==> config.mk <==
export PLATFORM = sky130hd
export DESIGN_NAME = event_collect_8_flat
export DESIGN_NICKNAME = d
export VERILOG_FILES = /design/src/rtl/event_collect_8_if.sv /design/src/rtl/event_collect_8.sv /design/src/flat_wrapper.sv
export SDC_FILE = /design/constraint.sdc
export NUM_CORES = 1
export LEC_CHECK = 0
export ABC_AREA = 1
export BUFFER_PORTS_ARGS = -buffer_cell sky130_fd_sc_hd__buf_2
export CAP_MARGIN = 5
export CORE_MARGIN = 2
export CORE_UTILIZATION = 47
export DETAILED_ROUTE_END_ITERATION = 7
export GPL_ROUTABILITY_DRIVEN = 1
export GPL_TIMING_DRIVEN = 1
export PLACE_DENSITY = 0.76
export SETUP_SLACK_MARGIN = 0.2
export SKIP_LAST_GASP = 1
export SLEW_MARGIN = 20
export SYNTH_ARGS = -nofsm -noshare
export SYNTH_HDL_FRONTEND = slang
export SYNTH_SLANG_ARGS = --single-unit
==> constraint.sdc <==
create_clock -name clk -period 1.2 [get_ports clk]
set_input_delay 0.12 -clock clk [delete_from_list [all_inputs] [get_ports clk]]
set_output_delay 0.12 -clock clk [all_outputs]
set_load 0.02 [all_outputs]
==> src/rtl/event_collect_8_if.sv <==
// event_collect_8_if: groups the event inputs, the offer handshake and the status outputs.
// The DUT connects through modport slave; the producer/consumer side uses modport master.
interface event_collect_8_if;
   logic [7:0] event_in;
   logic [7:0] mask_in;
   logic       ack_in;
   logic [7:0] pend_out;
   logic       any_out;
   logic       valid_out;
   logic [2:0] id_out;

   modport master (
      output event_in, mask_in, ack_in,
      input  pend_out, any_out, valid_out, id_out
   );

   modport slave (
      input  event_in, mask_in, ack_in,
      output pend_out, any_out, valid_out, id_out
   );
endinterface

==> src/rtl/event_collect_8.sv <==
// event_collect_8: captures rising edges on 8 level event channels into sticky
// pending bits and offers the lowest-index unmasked pending channel to a consumer.
// Optional macro EVENT_COLLECT_SYNC_EN adds a 2-flop input synchronizer
// (pend latency 3 cycles instead of 1).
module event_collect_8 (
   input logic               clk,
   input logic               rst_n,
   event_collect_8_if.slave  bus
);
   localparam int unsigned N  = 8;
   localparam int unsigned IW = 3;

   typedef enum logic {ST_IDLE = 1'b0, ST_OFFER = 1'b1} state_t;

   state_t         r_state;
   logic [N-1:0]   r_prev;
   logic [N-1:0]   r_pend;
   logic           r_valid;
   logic [IW-1:0]  r_id;

   logic [N-1:0]   w_ev;
   logic [N-1:0]   w_edge;
   logic [N-1:0]   w_elig;
   logic [N-1:0]   w_clr;
   logic [IW-1:0]  w_low_id;

`ifdef EVENT_COLLECT_SYNC_EN
   logic [N-1:0]   r_sync1;
   logic [N-1:0]   r_sync2;

   // Two-flop synchronizer; resets high so held-high sources do not fire at reset release
   always_ff @(posedge clk or negedge rst_n) begin
      if (!rst_n) begin
         r_sync1 <= 8'hFF;
         r_sync2 <= 8'hFF;
      end else begin
         r_sync1 <= bus.event_in;
         r_sync2 <= r_sync1;
      end
   end

   assign w_ev = r_sync2;
`else
   assign w_ev = bus.event_in;
`endif

   assign w_edge = w_ev & ~r_prev;
   assign w_elig = r_pend & bus.mask_in;
   assign w_clr  = ((r_state == ST_OFFER) && bus.ack_in) ? (N'(1) << r_id) : '0;

   // Lowest set index among eligible pending channels
   always_comb begin
      w_low_id = '0;
      for (int i = N - 1; i >= 0; i--) begin
         if (w_elig[i]) w_low_id = IW'(i);
      end
   end

   // Edge history and sticky pending bits; a new edge beats a coincident ack clear
   always_ff @(posedge clk or negedge rst_n) begin
      if (!rst_n) begin
         r_prev <= 8'hFF;
         r_pend <= '0;
      end else begin
         r_prev <= w_ev;
         r_pend <= (r_pend & ~w_clr) | w_edge;
      end
   end

   // Offer FSM with registered valid/id; the offer holds regardless of later masking
   always_ff @(posedge clk or negedge rst_n) begin
      if (!rst_n) begin
         r_state <= ST_IDLE;
         r_valid <= 1'b0;
         r_id    <= '0;
      end else begin
         case (r_state)
            ST_IDLE: begin
               if (|w_elig) begin
                  r_id    <= w_low_id;
                  r_valid <= 1'b1;
                  r_state <= ST_OFFER;
               end
            end
            ST_OFFER: begin
               if (bus.ack_in) begin
                  r_valid <= 1'b0;
                  r_state <= ST_IDLE;
               end
            end
            default: begin
               r_valid <= 1'b0;
               r_state <= ST_IDLE;
            end
         endcase
      end
   end

   assign bus.pend_out  = r_pend;
   assign bus.any_out   = |w_elig;
   assign bus.valid_out = r_valid;
   assign bus.id_out    = r_id;
endmodule

==> src/flat_wrapper.sv <==
// flat-port wrapper written by rule: the top's interface ports become plain ports
module event_collect_8_flat 
  (clk, rst_n, bus_event_in, bus_mask_in, bus_ack_in, bus_pend_out, bus_any_out, bus_valid_out, bus_id_out);
  event_collect_8_if bus_i ();
  input logic clk;
  input logic rst_n;
  input wire logic [$bits(bus_i.event_in)-1:0] bus_event_in;
  input wire logic [$bits(bus_i.mask_in)-1:0] bus_mask_in;
  input wire logic [$bits(bus_i.ack_in)-1:0] bus_ack_in;
  output wire logic [$bits(bus_i.pend_out)-1:0] bus_pend_out;
  output wire logic [$bits(bus_i.any_out)-1:0] bus_any_out;
  output wire logic [$bits(bus_i.valid_out)-1:0] bus_valid_out;
  output wire logic [$bits(bus_i.id_out)-1:0] bus_id_out;
  assign bus_i.event_in = bus_event_in;
  assign bus_i.mask_in = bus_mask_in;
  assign bus_i.ack_in = bus_ack_in;
  assign bus_pend_out = bus_i.pend_out;
  assign bus_any_out = bus_i.any_out;
  assign bus_valid_out = bus_i.valid_out;
  assign bus_id_out = bus_i.id_out;
  event_collect_8 u_core (.clk(clk), .rst_n(rst_n), .bus(bus_i));
endmodule
Word-level counts from Yosys, hierarchy flattened. Index checks and enable logic that the tools add are counted.

Bits in registers: 21. Input port bits: 19. Output and inout port bits: 13. Word-level logic and storage cells: 34.

Equal/unequal tests: 2. Shift-type cells: 1. Mux-type cells: 15. Bitwise logic cells: 7. Reduce and logical (&&, ||, !) cells: 4.

Operators with widths (count): 8-bit bitwise AND (3); 3-bit 2-to-1 mux (8); 8-bit NOT (2); 8-bit 2-to-1 mux (1); 8-bit OR (1); 8-bit OR reduction (1); 1-bit by 3-bit left shift with 8-bit output (first input constant) (1); 1-bit 2-to-1 mux (4); 2-bit != test (second input constant) (2); 1-bit one-hot mux with 2 select lines (2); 2-bit AND reduction (2); 1-bit logical AND (1); 1-bit NOT (1).

Depth between registers and ports, before layout.
Word-level depth: 9. Depth in mapped cells: 10. Mapped depth without buffers: 10.

Least setup slack after synthesis. Ideal clock, no wire load.

Kind: flip-flop to flip-flop. Start point: register u_core.r_pend[7] (netlist: u_core.bus.pend_out[7]). End point: register u_core.r_id[1] (netlist: u_core.bus.id_out[1]). Setup time: 0.118 ns. Data arrival time: 1.071 ns. Required time: 1.082 ns. Slack: 0.011 ns. Cell stages (with the launch flop): 8. Path buffers: 0. Clock period less this slack: 1.189 ns. Cell sequence: dfrtp_1 nand2_1 nand2_2 nor2_4 nand2_4 nand2_4 nand3b_1 nand2_1.

Elaborated cells between the ends (all ways): 11. Classes of those cells: mux (8); bitwise (1); reduce/logical (2).

RTL lines: start: declaration (RTL line event_collect_8.sv:17) `logic [N-1:0] r_pend;`; start signal: assignment (RTL line event_collect_8.sv:66) `r_pend <= (r_pend & ~w_clr) | w_edge;`; 8-bit bitwise AND (RTL line event_collect_8.sv:48) `assign w_elig = r_pend & bus.mask_in;`; 8-bit OR reduction; via bus_any_out (RTL line flat_wrapper.sv:11) `output wire logic [$bits(bus_i.any_out)-1:0] bus_any_out;`; 2-bit AND reduction (no source line); end signal: assignment (RTL line event_collect_8.sv:80) `r_id <= w_low_id;`; end: declaration (RTL line event_collect_8.sv:19) `logic [IW-1:0] r_id;`.

The timed path passes the listed nets, and every way through them passes these cells. A chain may end at the register's enable or synchronous reset.

Worst setup path in the final report.
Start point: register u_core.r_pend[0] (netlist: u_core.bus.pend_out[0]). End point: output port bus_any_out.

Cells in the longest elaborated chain, start to end: 2.

RTL lines: 8-bit bitwise AND (RTL line event_collect_8.sv:48); 8-bit OR reduction (RTL line event_collect_8.sv:100) `assign bus.any_out = |w_elig;`; end: declaration (RTL line flat_wrapper.sv:11).

No other way between the ends.

==> flow_summary.yaml <==
timing:
  fmax_mhz: 735
  max_slew_margin_pct: 68.8
  min_period_over_period_pct: 113
  tns_ns: -0.355
  fin_ws_ns: -0.161
  timing.final.hold_violations: 0
  min_period_ns: 1.36
  setup_viol: 4
  drv_slew: 0
  tightest_slew_ns: 0.468
  skew_ns: 0.00489
  grt_setup_unrepaired: "true"
critical_path:
  critPathLaunchType: "flip-flop"
  crit_path_end_kind: "primary output"
  rr_startpoint: "u_core.bus.pend_out[0]"
  crit_top_cell: "nand2_2"
  crit_path_max_fanout: 3
  critPathArrivalTime_ns: 1.24
  startpoint: "u_core.bus.pend_out[0]"
  crit_chain: "nand2_2 -> nand2_2 -> nor2_4 -> nand2_4 -> buf_6"
  critPathRequiredTime_ns: 1.08
  crit_slowest_cell: "dfrtp_2"
  cpPeakStageDelay_ns: 0.45
  path_class: "reg2out"
power_and_ir_drop:
  power_frac_comb_pct: 55.0
  p_total_mw: 3.19
  power_switching_mw: 1.24
  clkPwrFrac_pct: 10.7
  power_frac_seq_pct: 34.3
  p_leak_nw: 0.801
  p_int_mw: 1.94
  sw_frac_of_total_pct: 39.0
  power_density_mw_per_mm2: 2000
  peakVddDrop_v: 0.00146
global_route:
  antenna_found_initial: 0
  grt_pass1_vias: 844
  grt_overflow: 0
  grt_use_total_pct: 23.8
  grt_max_degree: 22
  grt_pass1_wl_mm: 3.55
yosys:
  synthesis.area_um2: 887
  synthTopCellsByArea: "dfrtp_1 37%, dfstp_2 24%, nand2_1 12%"
  ys_seq_area_share_pct: 60.4
  ys_seq_elements: 21
  yosysTopAreaCell: "dfrtp_1"
  synth_top_area_share_pct: 36.7
  synth.distinct_cells: 14
  syn-instance-count: 94
  syn_area_per_cell_um2: 9.44
  synth_warnings: 0
  synth_nets: 113
cells_and_area:
  final_util_pct: 91.5
  nets: 184
  fin_area_mm2: 0.00160
  final_cell_mix: "23 x buf_6, 18 x buf_2, 15 x nand2_2, 15 x buf_4"
  final_common_cell: "buf_6"
  area_delta_synth_final_pct: 80.0
  diodes: 0
  drive_gt1_share_pct: 67.1
detailed_routing:
  vias_per_cell: 4.95
  postRouteAntennaNets: 0
  drt_iter0_drc: 16
  drcViolationCount: 0
  wire_per_inst_um: 14.2
  firstDrtPassIters: 7
  wl_mm: 2.68
  num_vias: 935
hold_path:
  hold_start: "bus_mask_in[1]"
  hold_class: "in2reg"
die:
  core_mm2: 0.00175
  die_height_um: 47.4
  initial_core_util_pct: 50.8
  io-pin-count: 32
  die-area_mm2: 0.00225
  rows: 15
  die_w_um: 47.4
cts:
  clock_sinks: 21
  clockBufferDepth: 2
  clk_pin_slew_ns: 0.11
  tritoncts: "built"
  clk-insertion-delay-late_ns: 0.30
  cts_root_buf: "clkbuf_4"
  htree_levels: 1
  numCtsBuffers: 3
outcome:
  violations: "negative setup slack"
  status: "finished with violations"
job:
  drv_cap: 0
placement:
  portBuffers: 31
  dp_hpwl_mm: 1.34
  placed_area_mm2: 0.00111
  gp_congestion: 0.771
-- worst max-delay path, delay by kind of cell, from the launching register on --
| family | cells | cell delay, ns |
|---|---|---|
| DFF | 1 | 0.45 |
| and+or+nand+nor | 4 | 0.37 |
| buffers and inverters | 1 | 0.13 |
-- power groups by stage --
| stage | combinational (mW) | sequential [mW] | clock [mW] |
|---|---|---|---|
| finish | 1.75 | 1.09 | 0.340 |
| global route | 1.87 | 1.11 | 0.379 |
| CTS | 1.38 | 1.06 | 0.345 |
| detailed placement | 0.894 | 1.07 | 0 |
| global placement | 0.881 | 1.06 | 0 |
| floorplan | 0.431 | 1.23 | 0 |
-- per-stage QoR --
step                      instances  hold WS (ns)  setup slack, ns
after floorplan                  94        -0.176           0.0550
after global placement          150        0.0905            0.118
after detailed placement        150        0.0929           0.0710
after CTS                       179         0.150           -0.136
after global routing            189         0.183           -0.223
final                           189         0.168           -0.161
-- flip-flops by register name, summed over array words and instances (netlist names) --
name,cells
u_core.r_state,1
u_core.bus.id_out,3
u_core.bus.valid_out,1
u_core.bus.pend_out,8
u_core.r_prev,8
-- cell usage after synthesis --
library cell / count
o21ai_1: 8
nor2_4: 2
nand2_1: 28
nand3b_1: 1
dfrtp_1: 13
or2_4: 1
nand2_4: 2
nor2_1: 2
nand2_2: 3
o22a_1: 1
inv_1: 15
a31o_2: 1
o21ai_0: 9
dfstp_2: 8
-- what timing repair did --
| action | CTS | global route |
|---|---|---|
| hold endpoints to repair | 22 | 0 |
| hold buffers | 10 | 0 |
| pin swaps | 8 | 11 |
| endpoints found under the setup margin | 25 | 26 |
| cloned | 0 | 0 |
| setup buffers | 15 | 10 |
| gates resized for setup | 35 | 27 |
-- cells by family (layout without fill, tap and decap cells) --
group / count (synthesis) / count (layout) / synth area share (%)
flip-flops: 21 / 21 / 60.4
AO/OA/AOI/OAI: 19 / 19 / 11.6
AND/OR/NAND/NOR: 39 / 39 / 21.7
buffers and inverters: 15 / 85 / 6.35
-- path summary, 6_finish.rpt --
path	endpoint	depth (start not counted)	slack (ns)
min in group asynchronous	u_core.bus.pend_out[7]	2	0.29
max reg2reg	u_core.bus.id_out[0]	9	-0.10
max	bus_any_out	5	-0.16
max in group asynchronous	u_core.r_prev[0]	2	0.56
min reg2reg	u_core.bus.pend_out[2]	1	0.51
min	u_core.bus.id_out[0]	5	0.17
-- routing by layer --
metal | global-route usage (%) | vias to the layer above | share of wire, %
met3 | 6.42 | 14 | 3.9
li1 | - | 436 | -
met5 | 0 | - | 0
met1 | 26.5 | 445 | 38
met4 | 10.6 | 0 | 2.8
met2 | 42.2 | 40 | 55
-- cell type report --
cell class	instances	area, µm²
multi-input combinational	58	373
timing repair buffer	66	562
fill	75	149
tap	25	31.3
inverter	15	56.3
sequential	21	548
clock buffer	4	26.3
No activity file was read; power rests on OpenSTA's default activity.
